**src/rtl/timer_share_arbiter_if.sv**
```systemverilog
// Handshake bundle between timeout requesters and the shared countdown timer.
// The master side posts requests; the slave side (the arbiter) returns grant/done/status.
interface timer_share_arbiter_if #(
  parameter int unsigned NREQ  = 4,
  parameter int unsigned WIDTH = 32,
  parameter int unsigned IDXW  = 2
);
  logic [NREQ-1:0]       req;
  logic [NREQ*WIDTH-1:0] req_delay;
  logic [NREQ-1:0]       abort;
  logic                  enable;
  logic [NREQ-1:0]       grant;
  logic [NREQ-1:0]       done;
  logic                  busy;
  logic [WIDTH-1:0]      count;
  logic [IDXW-1:0]       owner;

  modport master (
    output req, req_delay, abort, enable,
    input  grant, done, busy, count, owner
  );

  modport slave (
    input  req, req_delay, abort, enable,
    output grant, done, busy, count, owner
  );
endinterface

```
**src/rtl/timer_share_arbiter.sv**
```systemverilog
// Round-robin owner of a single countdown timer: grant, load delay, count to zero,
// pulse done to the owner. All outputs come straight from registers.
module timer_share_arbiter #(
  parameter int unsigned NREQ  = 4,
  parameter int unsigned WIDTH = 32,
  parameter int unsigned IDXW  = 2
) (
  input logic                  clk,
  input logic                  resetn,
  timer_share_arbiter_if.slave bus
);

  typedef enum logic [1:0] {StIdle, StCount, StDone} state_e;

  state_e            state_q, state_d;
  logic [NREQ-1:0]   grant_q, grant_d;
  logic [NREQ-1:0]   done_q, done_d;
  logic              busy_q, busy_d;
  logic [WIDTH-1:0]  count_q, count_d;
  logic [IDXW-1:0]   owner_q, owner_d;
  logic [IDXW-1:0]   last_q, last_d;

  logic [NREQ-1:0]   eligible;
  logic              found;
  logic [IDXW-1:0]   winner;
  logic [IDXW-1:0]   idx;
  logic [WIDTH-1:0]  winner_delay;

  // Rotating search starting just after the last served requester.
  always_comb begin
    eligible = bus.req & ~bus.abort;
    found    = 1'b0;
    winner   = '0;
    idx      = '0;
    for (int unsigned k = 1; k <= NREQ; k++) begin
      idx = IDXW'((32'(last_q) + k) % NREQ);
      if (!found && eligible[idx]) begin
        found  = 1'b1;
        winner = idx;
      end
    end
    winner_delay = bus.req_delay[32'(winner) * WIDTH +: WIDTH];
  end

  always_comb begin
    state_d = state_q;
    grant_d = grant_q;
    done_d  = done_q;
    busy_d  = busy_q;
    count_d = count_q;
    owner_d = owner_q;
    last_d  = last_q;
    unique case (state_q)
      StIdle: begin
        if (found) begin
          state_d = StCount;
          owner_d = winner;
          grant_d = NREQ'(1) << winner;
          count_d = winner_delay;
          busy_d  = 1'b1;
        end
      end
      StCount: begin
        // Abort beats expiry: a cancelled owner never sees done.
        if (bus.abort[owner_q]) begin
          state_d = StIdle;
          grant_d = '0;
          busy_d  = 1'b0;
        end else if (bus.enable) begin
          if (count_q == '0) begin
            state_d = StDone;
            done_d  = NREQ'(1) << owner_q;
          end else begin
            count_d = count_q - WIDTH'(1);
          end
        end
      end
      StDone: begin
        state_d = StIdle;
        done_d  = '0;
        grant_d = '0;
        busy_d  = 1'b0;
        last_d  = owner_q;
      end
      default: begin
        state_d = StIdle;
      end
    endcase
  end

  always_ff @(posedge clk) begin
    if (!resetn) begin
      state_q <= StIdle;
      grant_q <= '0;
      done_q  <= '0;
      busy_q  <= 1'b0;
      count_q <= '0;
      owner_q <= '0;
      last_q  <= IDXW'(NREQ - 1);
    end else begin
      state_q <= state_d;
      grant_q <= grant_d;
      done_q  <= done_d;
      busy_q  <= busy_d;
      count_q <= count_d;
      owner_q <= owner_d;
      last_q  <= last_d;
    end
  end

  assign bus.grant = grant_q;
  assign bus.done  = done_q;
  assign bus.busy  = busy_q;
  assign bus.count = count_q;
  assign bus.owner = owner_q;

endmodule

```
**src/flat_wrapper.sv**
```systemverilog
// flat-port wrapper written by rule: the top's interface ports become plain ports
module timer_share_arbiter_flat 
#(
  parameter int unsigned NREQ  = 4,
  parameter int unsigned WIDTH = 32,
  parameter int unsigned IDXW  = 2
)
  (clk, resetn, bus_req, bus_req_delay, bus_abort, bus_enable, bus_grant, bus_done, bus_busy, bus_count, bus_owner);
  timer_share_arbiter_if #(.NREQ(NREQ), .WIDTH(WIDTH), .IDXW(IDXW)) bus_i ();
  input logic clk;
  input logic resetn;
  input wire logic [$bits(bus_i.req)-1:0] bus_req;
  input wire logic [$bits(bus_i.req_delay)-1:0] bus_req_delay;
  input wire logic [$bits(bus_i.abort)-1:0] bus_abort;
  input wire logic [$bits(bus_i.enable)-1:0] bus_enable;
  output wire logic [$bits(bus_i.grant)-1:0] bus_grant;
  output wire logic [$bits(bus_i.done)-1:0] bus_done;
  output wire logic [$bits(bus_i.busy)-1:0] bus_busy;
  output wire logic [$bits(bus_i.count)-1:0] bus_count;
  output wire logic [$bits(bus_i.owner)-1:0] bus_owner;
  assign bus_i.req = bus_req;
  assign bus_i.req_delay = bus_req_delay;
  assign bus_i.abort = bus_abort;
  assign bus_i.enable = bus_enable;
  assign bus_grant = bus_i.grant;
  assign bus_done = bus_i.done;
  assign bus_busy = bus_i.busy;
  assign bus_count = bus_i.count;
  assign bus_owner = bus_i.owner;
  timer_share_arbiter #(.NREQ(NREQ), .WIDTH(WIDTH), .IDXW(IDXW)) u_core (.clk(clk), .resetn(resetn), .bus(bus_i));
endmodule
```
**config.mk**
```make
export PLATFORM = sky130hd
export DESIGN_NAME = timer_share_arbiter_flat
export DESIGN_NICKNAME = d
export VERILOG_FILES = /design/src/rtl/timer_share_arbiter_if.sv /design/src/rtl/timer_share_arbiter.sv /design/src/flat_wrapper.sv
export SDC_FILE = /design/constraint.sdc
export NUM_CORES = 1
export LEC_CHECK = 0
export ABC_AREA = 1
export CAP_MARGIN = 10
export CELL_PAD_IN_SITES_DETAIL_PLACEMENT = 1
export CELL_PAD_IN_SITES_GLOBAL_PLACEMENT = 1
export CORE_UTILIZATION = 28
export DETAILED_ROUTE_END_ITERATION = 16
export PLACE_DENSITY_LB_ADDON = 0.05
export SYNTH_ARGS = -nofsm -noshare
export SYNTH_HDL_FRONTEND = slang
export SYNTH_SLANG_ARGS = --single-unit
```
**constraint.sdc**
```tcl
create_clock -name clk -period 2.8 [get_ports clk]
set_clock_uncertainty 0.15 [all_clocks]
set_input_delay 0.56 -clock clk [delete_from_list [all_inputs] [get_ports clk]]
set_output_delay 0.56 -clock clk [all_outputs]
set_load 0.02 [all_outputs]
```
==> results.yml, run 1 <==
outcome:
  outcome: "finished, final reports clean"
worst_setup_path:
  path_cells: "clkdlybuf4s50_1 > inv_1 > nand3_1 > nand3_1 > nand2_1 > nand4_2 > buf_4 > inv_1 > nand2_1 > nand3_2 > buf_12 > nor2_1 > nand2_1 > a21oi_1"
  r2r-start: "u_core.last_q[0]$_SDFFE_PN1N_"
  critPathLaunchType: "input port"
  worstSetupPathType: "input port to register"
  r2r-end: "u_core.bus.count[3]$_SDFFE_PN0P_"
  worst_reg2reg_setup_slack_ps: 260
  cell_repeated_most_along_the_worst_path: "sky130_fd_sc_hd__nand2_1"
  critPathArrivalTime_ps: 2740
  worstSetupEndpoint: "u_core.bus.count[3]$_SDFFE_PN0P_"
  crit_path_max_fanout: 24
  worst_setup_path_end_kind: "register"
  timing.critical_path.from: "bus_abort[1]"
  worst_ep_required_time_ps: 2880
  timing.critical_path.slowest_cell_delay_ps: 420
  critical-path-slowest-cell: "sky130_fd_sc_hd__clkdlybuf4s50_1"
  timing.reg2reg.worst_path_depth: 14
logic_synthesis:
  async_flop_share: 0
  ys_types: 33
  syn_avg_cell_area_sq_um: 5.41
  synth.ff_latch_count: 47
  synth_seq_area_share: 0.208
  synthesis.area_sq_mm: 0.00453
  synth_warnings: 0
  synth_enable_flop_cells: 0
  ys_dominant_reg_cell: "sky130_fd_sc_hd__dfxtp_1"
  postSynthNetCount: 982
  netlist_instances: 838
power:
  cellInternalPower_w: 0.00393
  clockPowerShare: 0.083
  netSwitchingFraction: 0.550
  p_sw_w: 0.00480
  p_total_w: 0.00873
  share_seq_of_total_power: 0.132
  total_leakage_power_nw: 3.34
  combPwrFrac: 0.785
  power-per-cell-area_mw_per_mm2: 1250
  ir_worst_vdd_uv: 421
sta:
  setup_repair_after_global_routing_missed_its_margin: "true"
  fin_worst_hold_slack_ps: 321
  final_min_period_over_clock_period: 0.949
  fmax_ghz: 0.376
  fin_crit_ps: 2660
  layout_setup_ws_ps: 142
  setup_viol: 0
  report.final.slew_viol_count: 0
  worst_margin_slew_ps: 702
  worst_relative_slew_slack: 0.531
  hold_viol: 0
clocking:
  cts_max_path_buffers: 2
  cts_made_buffers: 5
  tritoncts_sink_count: 47
  cts-hold-fix-buffers: 0
  cts.clk_slew.worst_paths_ps: 80
  tritoncts: "done"
  clock-root-buffer: "sky130_fd_sc_hd__clkbuf_16"
  clock_tree.htree_level_count: 2
  worst_skew_pair.late_latency_ps: 300
die:
  die-height_um: 129
  placementRows: 46
  area_of_the_placeable_core_sq_mm: 0.0158
  pin_count: 182
  die_w_um: 129
  floorplan.initialDensity: 0.286
  die-area_sq_mm: 0.0167
finish:
  design_area_sq_mm: 0.00700
  layout_commonest_cell: "sky130_fd_sc_hd__nand2_1"
  layout.core_utilization: 0.443
  layout_common_cells: "sky130_fd_sc_hd__nand2_1, sky130_fd_sc_hd__clkdlybuf4s50_1, sky130_fd_sc_hd__nor2_1"
  syn_to_final_growth_pct: 54.6
  drive_above_1_share: 0.0961
  final_net_count: 1173
  fill_cells: 2181
  insertedDiodeCount: 0
global_routing:
  first_global_vias: 5823
  grt_max_degree: 47
  gr_usage_total: 0.234
  initial_antenna_violation_count: 0
  global_route.overflow_total: 0
  grt_first_pass_wirelength_um: 30600
place:
  gp_congestion: 0.804
  dpl-instance-area_sq_mm: 0.00675
  port-buffer-count: 181
  hpwlAfterDp_um: 15400
  place_ws_ps: -163
drt:
  dr.pass1.iters: 4
  via_count: 5810
  via_per_inst: 4.66
  drc: 0
  drt_wl_total_um: 19300
  initialDrtViolationCount: 186
  antenna_violating_nets_post_route: 0
  wire_per_inst_um: 15.5
hold_path:
  hold_class: "register to register"
  holdPathStages: 2
flow_run:
  cap_violations: 0
[kinds of logic (layout without fill, tap and decap cells)]
| kind of cell | count (synthesis) | in the layout | share of synthesized area |
|---|---|---|---|
| fa+ha+maj | 5 | 5 | 0.0138 |
| buf+inv | 100 | 292 | 0.104 |
| flops | 47 | 47 | 0.208 |
| simple gates | 572 | 572 | 0.521 |
| compound gates | 106 | 106 | 0.138 |
| xor+xnor | 8 | 8 | 0.0155 |
[power groups by stage]
stage                     sequential, W  combinational (W)  clock (W)
final                           0.00115            0.00686   0.000725
after global routing            0.00118            0.00767   0.000755
after CTS                       0.00115            0.00664   0.000734
after detailed placement        0.00116            0.00660          0
after global placement          0.00116            0.00653          0
after floorplan                 0.00130            0.00415          0
[metal layers]
| layer | vias up | GRT usage | routed length, um |
|---|---|---|---|
| li1 | 3019 | - | - |
| met1 | 2657 | 0.338 | 9730 |
| met2 | 118 | 0.371 | 8560 |
| met3 | 16 | 0.0318 | 794 |
| met4 | 0 | 0.0464 | 246 |
| met5 | - | 0 | 0 |
[registers in the layout, indices dropped and copies added, names as in the netlist]
| signal | count |
|---|---|
| u_core.bus.count | 32 |
| u_core.bus.done | 4 |
| u_core.bus.grant | 4 |
| u_core.bus.owner | 2 |
| u_core.last_q | 2 |
| u_core.state_q | 2 |
| u_core.bus.busy | 1 |
[cells in the mapped netlist (all sizes together), types with 5 or more instances]
master,count,area [sq um]
nor3,7,35.0
xor2,7,61.3
nand4,14,93.8
inv,60,225
clkbuf,11,41.3
ha,5,62.6
buf,29,205
nand2,420,1630
nand3,61,320
dfxtp,47,941
o21ai,23,138
nor2,65,251
a21oi,80,468
[area by class of cell]
cell class              count  area, sq um  share of cell area
flip-flops and latches     47          941               0.134
well taps                 216          270              0.0386
multi-input cells         691         3130               0.447
inverters                  60          230              0.0329
repair buffers            224         2260               0.322
clock inverters             3         47.5             0.00679
clock buffers               5          125              0.0179
[worst min-delay path by stage]
stage	end	slack, ps	startpoint
3_3_place_gp	u_core.bus.done[3]$_SDFFE_PN0P_	310	u_core.bus.done[3]$_SDFFE_PN0P_
2_1_floorplan	u_core.state_q[1]$_SDFFE_PN0P_	330	u_core.state_q[1]$_SDFFE_PN0P_
3_5_place_dp	u_core.bus.grant[2]$_SDFFE_PN0P_	310	u_core.bus.grant[2]$_SDFFE_PN0P_
4_1_cts	u_core.bus.grant[2]$_SDFFE_PN0P_	330	u_core.bus.grant[2]$_SDFFE_PN0P_
5_1_grt	u_core.bus.busy$_SDFFE_PN0P_	340	u_core.bus.busy$_SDFFE_PN0P_
6_report	u_core.bus.done[2]$_SDFFE_PN0P_	320	u_core.bus.done[2]$_SDFFE_PN0P_
[stage by stage]
| step | setup TNS [ps] | cells |
|---|---|---|
| after floorplan | 0 | 838 |
| after global placement | -316 | 1236 |
| after detailed placement | -2180 | 1236 |
| after CTS | 0 | 1244 |
| after global routing | -15.9 | 1246 |
| final | 0 | 1246 |
[what timing repair did]
item                       CTS  global route
setup endpoints to repair    0            10
hold endpoints to repair     0             0
gates resized for setup      0             8
setup buffers                0             0
[worst max-delay path, delay by kind of cell]
kind	cells	cell delay [ps]
and+or+nand+nor	8	1110
buffers and inverters	5	940
AOI/OAI and AO/OA	1	110
Power figures use the tool's default switching activity.
==> inputs of run 2 (changes only) <==
--- a/config.mk
+++ b/config.mk
@@ -9,9 +9,10 @@
 export CAP_MARGIN = 10
 export CELL_PAD_IN_SITES_DETAIL_PLACEMENT = 1
 export CELL_PAD_IN_SITES_GLOBAL_PLACEMENT = 1
-export CORE_UTILIZATION = 28
+export CORE_UTILIZATION = 31
 export DETAILED_ROUTE_END_ITERATION = 16
 export PLACE_DENSITY_LB_ADDON = 0.05
+export REMOVE_ABC_BUFFERS = 1
 export SYNTH_ARGS = -nofsm -noshare
 export SYNTH_HDL_FRONTEND = slang
 export SYNTH_SLANG_ARGS = --single-unit
==> constraint.sdc (replaced) <==
create_clock -name clk -period 3.2 [get_ports clk]
set_clock_uncertainty 0.15 [all_clocks]
set_input_delay 0.64 -clock clk [delete_from_list [all_inputs] [get_ports clk]]
set_output_delay 0.64 -clock clk [all_outputs]
set_load 0.02 [all_outputs]
==> results.yml, run 2 (synthesized netlist as in run 1, its figures left out) <==
outcome:
  outcome: "finished, final reports clean"
worst_setup_path:
  r2r-start: "u_core.bus.count[0]$_SDFFE_PN0P_"
  timing.critical_path.buf_inv: 3
  worst_ep_required_time_ps: 3280
  worst_reg2reg_setup_slack_ps: 610
  crit_path_max_fanout: 30
  worst_setup_path_end_kind: "register"
  path_delay_family: "simple AND/OR/NAND/NOR gates"
  worstSetupPathType: "input port to register"
  critPathArrivalTime_ps: 2780
  r2r-end: "u_core.bus.count[30]$_SDFFE_PN0P_"
  timing.reg2reg.worst_path_depth: 15
  cell_repeated_most_along_the_worst_path: "sky130_fd_sc_hd__nand2_1"
  critPathLaunchType: "input port"
  critical-path-slowest-cell: "sky130_fd_sc_hd__clkdlybuf4s50_1"
  timing.critical_path.slowest_cell_delay_ps: 500
  path_cells: "clkdlybuf4s50_1 > inv_1 > nand3_1 > nand2_1 > nand2_1 > nand2_1 > nand2_1 > nand2_2 > nor2_4 > nand2_4 > nand2_4 > buf_4 > nand2_1 > nand2_1 > nand2_1 > nand2_1 > nand2_1 > a21oi_2"
die:
  die_w_um: 123
  die-height_um: 123
  placementRows: 43
  floorplan.initialDensity: 0.323
  pin_count: 182
  area_of_the_placeable_core_sq_mm: 0.0140
  die-area_sq_mm: 0.0151
power:
  power-per-cell-area_mw_per_mm2: 1020
  total_leakage_power_nw: 3.18
  ir_worst_vdd_uv: 557
sta:
  hold_viol: 0
  report.final.slew_viol_count: 0
  worst_margin_slew_ps: 703
  fin_crit_ps: 2700
  fin_worst_hold_slack_ps: 318
  setup_repair_after_global_routing_missed_its_margin: "false"
  worst_relative_slew_slack: 0.531
  final_min_period_over_clock_period: 0.843
  fmax_ghz: 0.371
  setup_viol: 0
  setup_total_negative_slack_ps: 0
drt:
  drt_wl_total_um: 15600
  wire_per_inst_um: 13.2
  initialDrtViolationCount: 191
  dr.pass1.iters: 4
  drc: 0
  antenna_violating_nets_post_route: 0
  via_count: 5694
  via_per_inst: 4.81
global_routing:
  gr_usage_total: 0.206
  initial_antenna_violation_count: 0
  grt-busiest-layer: "met2"
  first_global_vias: 5428
  grt_max_degree: 47
  global_route.overflow_total: 0
  grt_met1_usage: 0.269
  grt_first_pass_wirelength_um: 25400
  global_route.usage.met3: 0.0383
  met2_usage: 0.358
clocking:
  cts.clk_slew.worst_paths_ps: 70
  clock-root-buffer: "sky130_fd_sc_hd__clkbuf_16"
  post_cts_resize_count: 0
  tritoncts: "done"
  cts_max_path_buffers: 2
  clock_tree.htree_level_count: 2
  worst_skew_pair.late_latency_ps: 290
  tritoncts_sink_count: 47
  cts-hold-fix-buffers: 0
  postCtsSetupBuffers: 0
  cts_made_buffers: 5
finish:
  insertedDiodeCount: 0
  final_net_count: 1146
  layout_common_cells: "sky130_fd_sc_hd__nand2_1, sky130_fd_sc_hd__clkdlybuf4s50_1, sky130_fd_sc_hd__nor2_1"
  layout_commonest_cell: "sky130_fd_sc_hd__nand2_1"
  syn_to_final_growth_pct: 47.1
  flip_flop_count_of_the_largest_register_after_layout: 32
  drive_above_1_share: 0.0698
place:
  port-buffer-count: 181
  hpwlAfterDp_um: 11800
  gp_congestion: 0.786
hold_path:
  worstHoldEndpoint: "u_core.bus.grant[0]$_SDFFE_PN0P_"
  holdPathStages: 2
  hold_class: "register to register"
  holdCritStartpoint: "u_core.bus.grant[0]$_SDFFE_PN0P_"
flow_run:
  cap_violations: 0
## run 2: cell types whose count changed in the layout (fill, tap and decap cells not counted), moves of 2 or more
cell	previous run	this run
sky130_fd_sc_hd__buf_4	33	12
sky130_fd_sc_hd__buf_12	6	4
sky130_fd_sc_hd__clkbuf_16	7	5
sky130_fd_sc_hd__inv_6	2	0
## run 2: stage by stage
stage / total power, W / cells / utilization / setup slack [ps] / instance area, sq um
global placement: 0.00612 / 1175 / 0.462 / 263 / 6490
finish: 0.00677 / 1183 / 0.475 / 503 / 6670
CTS: 0.00686 / 1183 / 0.475 / 485 / 6670
global route: 0.00754 / 1183 / 0.475 / 256 / 6670
detailed placement: 0.00619 / 1175 / 0.462 / 195 / 6490
floorplan: 0.00440 / 798 / - / 36.2 / 4280
## run 2: final cells by class
type	count	area, sq um
clock buffers	6	139
clock inverters	2	35.0
inverters	60	225
flip-flops and latches	47	941
multi-input cells	691	3120
well taps	180	225
fillers	1938	7380
repair buffers	197	1980
## run 2: per-layer routing
layer,part of all wire,vias to the layer above
met4,0.0056,0
met1,0.49,2604
met3,0.048,11
met5,0,-
li1,-,2971
met2,0.46,108
## run 2: worst max path at each step
stage	startpoint	to	slack (ps)	cells past startpoint
after global routing	bus_abort[2]	u_core.bus.count[7]$_SDFFE_PN0P_	260	18
final	bus_abort[2]	u_core.bus.count[26]$_SDFFE_PN0P_	500	18
after detailed placement	bus_abort[2]	u_core.bus.count[16]$_SDFFE_PN0P_	200	18
after CTS	bus_abort[2]	u_core.bus.count[16]$_SDFFE_PN0P_	480	18
after global placement	bus_abort[1]	u_core.bus.count[16]$_SDFFE_PN0P_	260	17
after floorplan	u_core.state_q[1]$_SDFFE_PN0P_	u_core.bus.count[0]$_SDFFE_PN0P_	40	7
## run 2: report_power, final
group / switching [W] / internal (W) / total [W]
sequential: 0.000225 / 0.000781 / 0.00101
clock: 0.000240 / 0.000389 / 0.000630
combinational: 0.00326 / 0.00187 / 0.00513
## run 2: tightest hold or removal path: stages (launching register included)
cell	delay (ps)
sky130_fd_sc_hd__dfxtp_1	310
sky130_fd_sc_hd__nand2_1	60
sky130_fd_sc_hd__a21oi_1	50
